[config.mk]
export PLATFORM = sky130hd
export DESIGN_NAME = calc1_port_driver
export DESIGN_NICKNAME = d
export VERILOG_FILES = /design/src/rtl/calc1_port_driver.sv
export SDC_FILE = /design/constraint.sdc
export NUM_CORES = 1
export LEC_CHECK = 0
export ABC_AREA = 1
export BUFFER_PORTS_ARGS = -buffer_cell sky130_fd_sc_hd__buf_2
export CAP_MARGIN = 0
export CORE_MARGIN = 2
export CORE_UTILIZATION = 45
export DETAILED_ROUTE_END_ITERATION = 10
export GPL_ROUTABILITY_DRIVEN = 0
export MAX_ROUTING_LAYER = met4
export PLACE_DENSITY = 0.73
export SLEW_MARGIN = 20
export SYNTH_ARGS = -nofsm -noshare
export SYNTH_HDL_FRONTEND = slang
export SYNTH_SLANG_ARGS = --single-unit
[constraint.sdc]
create_clock -name c_clk -period 1.55 [get_ports c_clk]
set_clock_uncertainty 0.1 [all_clocks]
set_input_delay 0.0775 -clock c_clk [delete_from_list [all_inputs] [get_ports c_clk]]
set_output_delay 0.0775 -clock c_clk [all_outputs]
set_load 0.01 [all_outputs]
[src/rtl/calc1_port_driver.sv]
// Purpose : sequences one calc1 request port (cmd cycle, data cycle, wait) and returns the response.
// Latency : registered bus; cmd on bus 1 cycle after accept, result valid the edge the response is seen.
// Backpr. : one transaction in flight; txn_ready only in IDLE, rsp_* held until rsp_ready.
//
// Ports:
//   c_clk, reset_n                  clock, async active-low reset
//   txn_valid/txn_ready, txn_cmd/op1/op2      upstream transaction handshake
//   req_cmd_out, req_data_out       registered calc1 request bus
//   out_resp, out_data              calc1 port response
//   rsp_valid/rsp_ready, rsp_resp/data/latency/timeout   result handshake
//   spur_cnt                        saturating count of responses seen outside WAIT
//
// Optional: define CALC1_DRV_TIMEOUT_EN to give up after TIMEOUT cycles in WAIT
// (result returned with rsp_resp=0, rsp_data=0, rsp_timeout=1).
module calc1_port_driver #(
    parameter int LAT_W   = 8,
    parameter int TIMEOUT = 64,
    parameter int SPUR_W  = 8
) (
    input  logic              c_clk,
    input  logic              reset_n,
    input  logic              txn_valid,
    output logic              txn_ready,
    input  logic [3:0]        txn_cmd,
    input  logic [31:0]       txn_op1,
    input  logic [31:0]       txn_op2,
    output logic [3:0]        req_cmd_out,
    output logic [31:0]       req_data_out,
    input  logic [1:0]        out_resp,
    input  logic [31:0]       out_data,
    output logic              rsp_valid,
    input  logic              rsp_ready,
    output logic [1:0]        rsp_resp,
    output logic [31:0]       rsp_data,
    output logic [LAT_W-1:0]  rsp_latency,
    output logic              rsp_timeout,
    output logic [SPUR_W-1:0] spur_cnt
);

    typedef enum logic [2:0] {
        IDLE = 3'd0,
        CMD  = 3'd1,
        DATA = 3'd2,
        WAIT = 3'd3,
        DONE = 3'd4
    } state_t;

    state_t            state;
    state_t            state_nxt;
    logic [31:0]       op2_q;
    logic [LAT_W-1:0]  lat_cnt;
    logic              resp_hit;
    logic              tmo_hit;

    assign resp_hit  = (out_resp != 2'd0);
    assign txn_ready = (state == IDLE);
    assign rsp_valid = (state == DONE);

`ifdef CALC1_DRV_TIMEOUT_EN
    localparam int TMO_W = $clog2(TIMEOUT + 1);
    logic [TMO_W-1:0] wait_cnt;

    // wait_cnt holds the number of WAIT cycles already completed, so the
    // TIMEOUT-th WAIT cycle expires at its closing edge. A response on that
    // same edge takes priority.
    assign tmo_hit = (state == WAIT) && !resp_hit && (wait_cnt == TMO_W'(TIMEOUT - 1));
`else
    // No timeout in this build; the WAIT state is unbounded.
    assign tmo_hit     = (TIMEOUT < 0);
    assign rsp_timeout = 1'b0;
`endif

    always_ff @(posedge c_clk or negedge reset_n) begin
        if (!reset_n) begin
            state <= IDLE;
        end else begin
            state <= state_nxt;
        end
    end

    always_comb begin
        state_nxt = state;
        case (state)
            IDLE:    if (txn_valid) state_nxt = CMD;
            CMD:     state_nxt = DATA;
            DATA:    state_nxt = WAIT;
            WAIT:    if (resp_hit || tmo_hit) state_nxt = DONE;
            DONE:    if (rsp_ready) state_nxt = IDLE;
            default: state_nxt = IDLE;
        endcase
    end

    always_ff @(posedge c_clk or negedge reset_n) begin
        if (!reset_n) begin
            req_cmd_out  <= '0;
            req_data_out <= '0;
            op2_q        <= '0;
            lat_cnt      <= '0;
            rsp_resp     <= '0;
            rsp_data     <= '0;
            rsp_latency  <= '0;
            spur_cnt     <= '0;
`ifdef CALC1_DRV_TIMEOUT_EN
            wait_cnt     <= '0;
            rsp_timeout  <= 1'b0;
`endif
        end else begin
            // A response outside WAIT belongs to no request of ours.
            if (resp_hit && (state != WAIT) && (spur_cnt != '1)) begin
                spur_cnt <= spur_cnt + SPUR_W'(1);
            end

            case (state)
                IDLE: begin
                    if (txn_valid) begin
                        req_cmd_out  <= txn_cmd;
                        req_data_out <= txn_op1;
                        op2_q        <= txn_op2;
                        lat_cnt      <= '0;
                    end
                end
                CMD: begin
                    req_cmd_out  <= '0;
                    req_data_out <= op2_q;
                    lat_cnt      <= LAT_W'(1);
                end
                DATA: begin
                    req_data_out <= '0;
                    lat_cnt      <= lat_cnt + LAT_W'(1);
`ifdef CALC1_DRV_TIMEOUT_EN
                    wait_cnt     <= '0;
`endif
                end
                WAIT: begin
                    if (lat_cnt != '1) begin
                        lat_cnt <= lat_cnt + LAT_W'(1);
                    end
`ifdef CALC1_DRV_TIMEOUT_EN
                    wait_cnt <= wait_cnt + TMO_W'(1);
`endif
                    // lat_cnt equals cycles elapsed since the command cycle.
                    if (resp_hit) begin
                        rsp_resp    <= out_resp;
                        rsp_data    <= out_data;
                        rsp_latency <= lat_cnt;
`ifdef CALC1_DRV_TIMEOUT_EN
                        rsp_timeout <= 1'b0;
                    end else if (tmo_hit) begin
                        rsp_resp    <= '0;
                        rsp_data    <= '0;
                        rsp_latency <= lat_cnt;
                        rsp_timeout <= 1'b1;
`endif
                    end
                end
                default: begin
                end
            endcase
        end
    end

endmodule

# Word-level counts from Yosys, hierarchy flattened
# Index checks and enable logic that the tools add are counted.
# op_classes
addsub	2
eq_ne	11
n_mux	11
n_reduce_logical	13
# op_table
op	n
$pmux W32 S3	1
$mux W32	1
$pmux W8 S4	1
$add A8 B1 Y8 const B	2
$mux W8	2
$ne A8 B8 Y1 const B	2
$pmux W3 S5	1
$mux W3	3
$pmux W4 S2	1
$reduce_and A2 Y1	4
$eq A3 B2 Y1 const B	2
$ne A2 B2 Y1 const B	3
$reduce_and A3 Y1	2
$mux W4	1
$reduce_bool A2 Y1	2
$reduce_bool A4 Y1	1
$eq A3 B1 Y1 const B	1
$eq A3 B3 Y1 const B	1
$logic_not A3 Y1	1
$ne A3 B2 Y1 const B	1
$reduce_bool A3 Y1	1
$logic_and A1 B1 Y1	2
$ne A2 B1 Y1 const B	1
# word_totals
regBits	129
input_bits	106
wordCells	46

# Logic depth before layout (Yosys ltp)
# logic_depth
word_depth	3
mapped_depth	10
mapped_depth_nobuf	9

# Worst setup path before layout
# No wires, ideal clock.
# synth_timing
path_kind	flip-flop to flip-flop
start	register spur_cnt[1]
end	register spur_cnt[7]
arrival_time_ps	1286
slack_ps	38
stages_incl_launch_ff	9
n_path_buf	0
synth_period_minus_slack_ps	1512
cell_sequence	dfrtp_1 > ha_1 > nand3_1 > nor2_1 > nand2_1 > nand2_2 > inv_2 > nand2_1 > o21ai_0
# synth_via
elab_chain_cells	2
# synth_rtl
element	line_no	source
from (decl)	37	output logic [SPUR_W-1:0] spur_cnt
from (signal assigned)	110	spur_cnt <= spur_cnt + SPUR_W'(1);
branches (longest 2 deep; another with $add A8 B1 Y8)	-	
# Several ways; the timed one is not identified.
# A chain may end at the register's enable or synchronous reset.

# Final worst setup path
# layout_timing
start	register state[1]
end	output port txn_ready
# layout_via
elab_chain_cells	1
# layout_rtl
element	line_no	source
from (decl)	48	state_t state;
from (signal assigned)	77	state <= state_nxt;
$logic_not A3 Y1	56	assign txn_ready = (state == IDLE);
to (decl)	23	output logic txn_ready,
# No other way between the ends.

==> impl_metrics.csv <==
group,metric,value,unit
layout,layout_common_cells,"nand2_1 (436), buf_2 (191), dfrtp_1 (126), dlygate4sd3_1 (104), nand3_1 (43)",
timing,finalCriticalPeriod,1.55,ns
drt,wl_met2,9.14,mm
worst_setup_path,r2r_slack,-0.005,ns
power_and_ir_drop,vdd_ir_drop_max,1.09,mV
min_path,hp-class,"in2async",
worst_setup_path,r2r_end,"rsp_data[4]$_DFFE_PN0P_",
layout,multi_input_area,2260,µm²
synthesis,ys_seq_elements,129,
timing,finalHoldViolations,0,
global_route,grt_pass1_vias,6010,
place,placed_cell_area,7060,µm²
worst_setup_path,crit_family,"flip-flops",
synthesis,syn_inst,721,
worst_setup_path,arrival,1.38,ns
synthesis,yosysWarnings,0,
die,die_area,13500,µm²
worst_setup_path,path_buf_inv,3,
clock_tree,cts-root-buf,"clkbuf_16",
die,die_w,116,µm
power_and_ir_drop,power_leakage,0.00502,µW
power_and_ir_drop,powerDensity,2030,nW/µm²
clock_tree,clk_pin_slew,0.05,ns
layout,regArea,3230,µm²
drt,via_per_inst,4.89,
timing,fmax,0.643,GHz
clock_tree,clk_latency,0.41,ns
drt,highest_layer,"met4",
drt,postRouteAntennaNets,0,
layout,final_common_cell,"nand2_1",
layout,drive_gt1_share,28.3,%
synthesis,synth_cell_type_count,23,
global_route,antenna_found_initial,0,
layout,area_growth_syn_to_layout,59.7,%
global_route,grt_overflow,0,
die,die_y,116,µm
clock_tree,cts_tree,"done",
synthesis,mappedNetlistArea,5650,µm²
worst_setup_path,critical_path.cell_chain,"nor2_4 > inv_2 > nor2_4 > buf_6 > buf_6",
clock_tree,cts-buffers-inserted,17,
timing,timing.final.crit_share,100,%
drt,route.met3.wl,1.12,mm
clock_tree,clk_path_buf_depth,2,
drt,wl_met1,7.00,mm
timing,holdWs,0.0220,ns
die,rows,40,
layout,n_fill_cell,875,
worst_setup_path,r2r_start,"state[1]$_DFFE_PN0P_",
drt,routed_wl,17.9,mm
place,post-place-ws,0.0547,ns
timing,rsz0062_at_grt,"true",
drt,drtPass1Iterations,5,
run_status,violations,"negative setup slack",
worst_setup_path,r2r_cells,7,
run_status,status,"finished with violations",
clock_tree,h-tree-depth,4,
worst_setup_path,crit_start,"state[1]$_DFFE_PN0P_",
worst_setup_path,worstSetupPathType,"reg2out",
worst_setup_path,path_depth,5,
drt,dr.first_iter.drc_count,315,
die,pin_count,195,
global_route,grt_first_pass_wirelength,27.5,mm
layout,stdcell_area,9020,µm²
global_route,track_usage,27.0,%
worst_setup_path,endpoint,"txn_ready",
worst_setup_path,cp-start-kind,"flip-flop",
place,dp_hpwl,10.1,mm
timing,finalSetupTns,-0.00455,ns
die,start_util,46.6,%
drt,vias,6057,
worst_setup_path,worstSetupEndpointType,"primary output",
layout,fin_nets,1166,
timing,drv_slew,0,
worst_setup_path,worstPathRequired,1.37,ns
job,maxCapViolCount,0,
drt,wire_per_inst,14.5,µm
worst_setup_path,critical_path.max_fanout,3,
clock_tree,clock-sinks,129,
die,coreArea,12100,µm²
place,portBuffers,193,
worst_setup_path,critPathMaxStageDelay,0.43,ns
timing,postLayoutSetupSlackWorst,-0.00455,ns
global_route,grt_max_degree,63,
timing,setup_violations,1,
synthesis,yosysSeqAreaShare,57.1,%
worst_setup_path,critPathSlowestCell,"dfrtp_2",
synthesis,syn_nets,829,
synthesis,synth.avg_cell_area,7.84,µm²
drt,route.detailed.drc,0,
where the power goes:
group	switching (µW)	internal [µW]
sequential	862	4860
clock	1410	2920
combinational	4790	3460
total	7060	11200
metal layers:
layer | vias to the layer above | track usage [%]
met5 | - | -
li1 | 2887 | -
met1 | 2825 | 30.1
met4 | 0 | 12.8
met3 | 70 | 6.12
met2 | 275 | 45.9
worst reg2reg max path: stages, from the launching register on:
cell and delay (ns):
dfrtp_2 0.39, buf_4 0.14, nand2_2 0.08, nor3_4 0.28
inv_4 0.12, clkbuf_16 0.19, nand2_1 0.06, nand2_1 0.06
what timing repair did:
action | in CTS | in global routing
pin swaps | 2 | 6
cloned | 0 | 4
endpoints found under the hold margin | 234 | 0
hold buffers | 104 | 0
buffers inserted | 3 | 9
gates resized for setup | 6 | 28
setup endpoints to repair | 1 | 97
cell type report:
| type | instances | area share, % |
|---|---|---|
| sequential | 129 | 35.8 |
| timing repair buffer | 349 | 28.7 |
| multi-input combinational | 540 | 25.0 |
| clock buffer | 21 | 5.10 |
| tap | 168 | 2.33 |
| clock inverter | 10 | 2.02 |
| inverter | 21 | 0.929 |
| antenna | 1 | 0.0277 |
cell usage after synthesis, drive strengths merged:
| cell type | number | share of area [%] |
|---|---|---|
| ha | 2 | 0.44 |
| dfrtp | 129 | 57 |
| xor2 | 3 | 0.47 |
| a21oi | 2 | 0.18 |
| nand4 | 2 | 0.22 |
| xnor2 | 3 | 0.47 |
| o21ai | 21 | 1.9 |
| nor3 | 2 | 0.38 |
| conb | 1 | 0.066 |
| inv | 21 | 1.4 |
| buf | 21 | 1.9 |
| nor2 | 17 | 1.3 |
| or2 | 1 | 0.11 |
| nand2 | 441 | 29 |
| nand3 | 45 | 4.0 |
| clkbuf | 10 | 0.66 |
logic make-up after synthesis:
| group | after synthesis | share of synthesized area (%) |
|---|---|---|
| AND/OR/NAND/NOR | 508 | 35.3 |
| buffers and inverters | 52 | 3.96 |
| XOR/XNOR | 6 | 0.930 |
| other | 1 | 0.0664 |
| AO/OA/AOI/OAI | 23 | 2.10 |
| adder cells (fa/ha/maj) | 2 | 0.443 |
| flip-flops | 129 | 57.1 |
stage by stage:
stage	utilization, %	total power, µW	cells
floorplan	-	9760	721
global placement	58.3	12600	1088
detailed placement	58.3	12800	1088
CTS	72.6	17600	1226
global route	74.5	19600	1238
finish	74.5	18300	1239
registers in the layout, summed over array words and instances (netlist names):
register / count
rsp_data: 32
req_cmd_out: 4
rsp_resp: 2
lat_cnt: 8
op2_q: 32
state: 3
spur_cnt: 8
rsp_latency: 8
req_data_out: 32
worst min-delay path by stage:
stage	from	endpoint	depth (start not counted)
after detailed placement	reset_n	rsp_data[31]$_DFFE_PN0P_	1
after floorplan	reset_n	lat_cnt[0]$_DFFE_PN0P_	0
after CTS	reset_n	rsp_data[28]$_DFFE_PN0P_	2
after global placement	reset_n	rsp_data[27]$_DFFE_PN0P_	1
after global routing	reset_n	rsp_data[27]$_DFFE_PN0P_	2
final	reset_n	rsp_data[28]$_DFFE_PN0P_	2
Note: power is estimated with default switching activity, not from simulation.
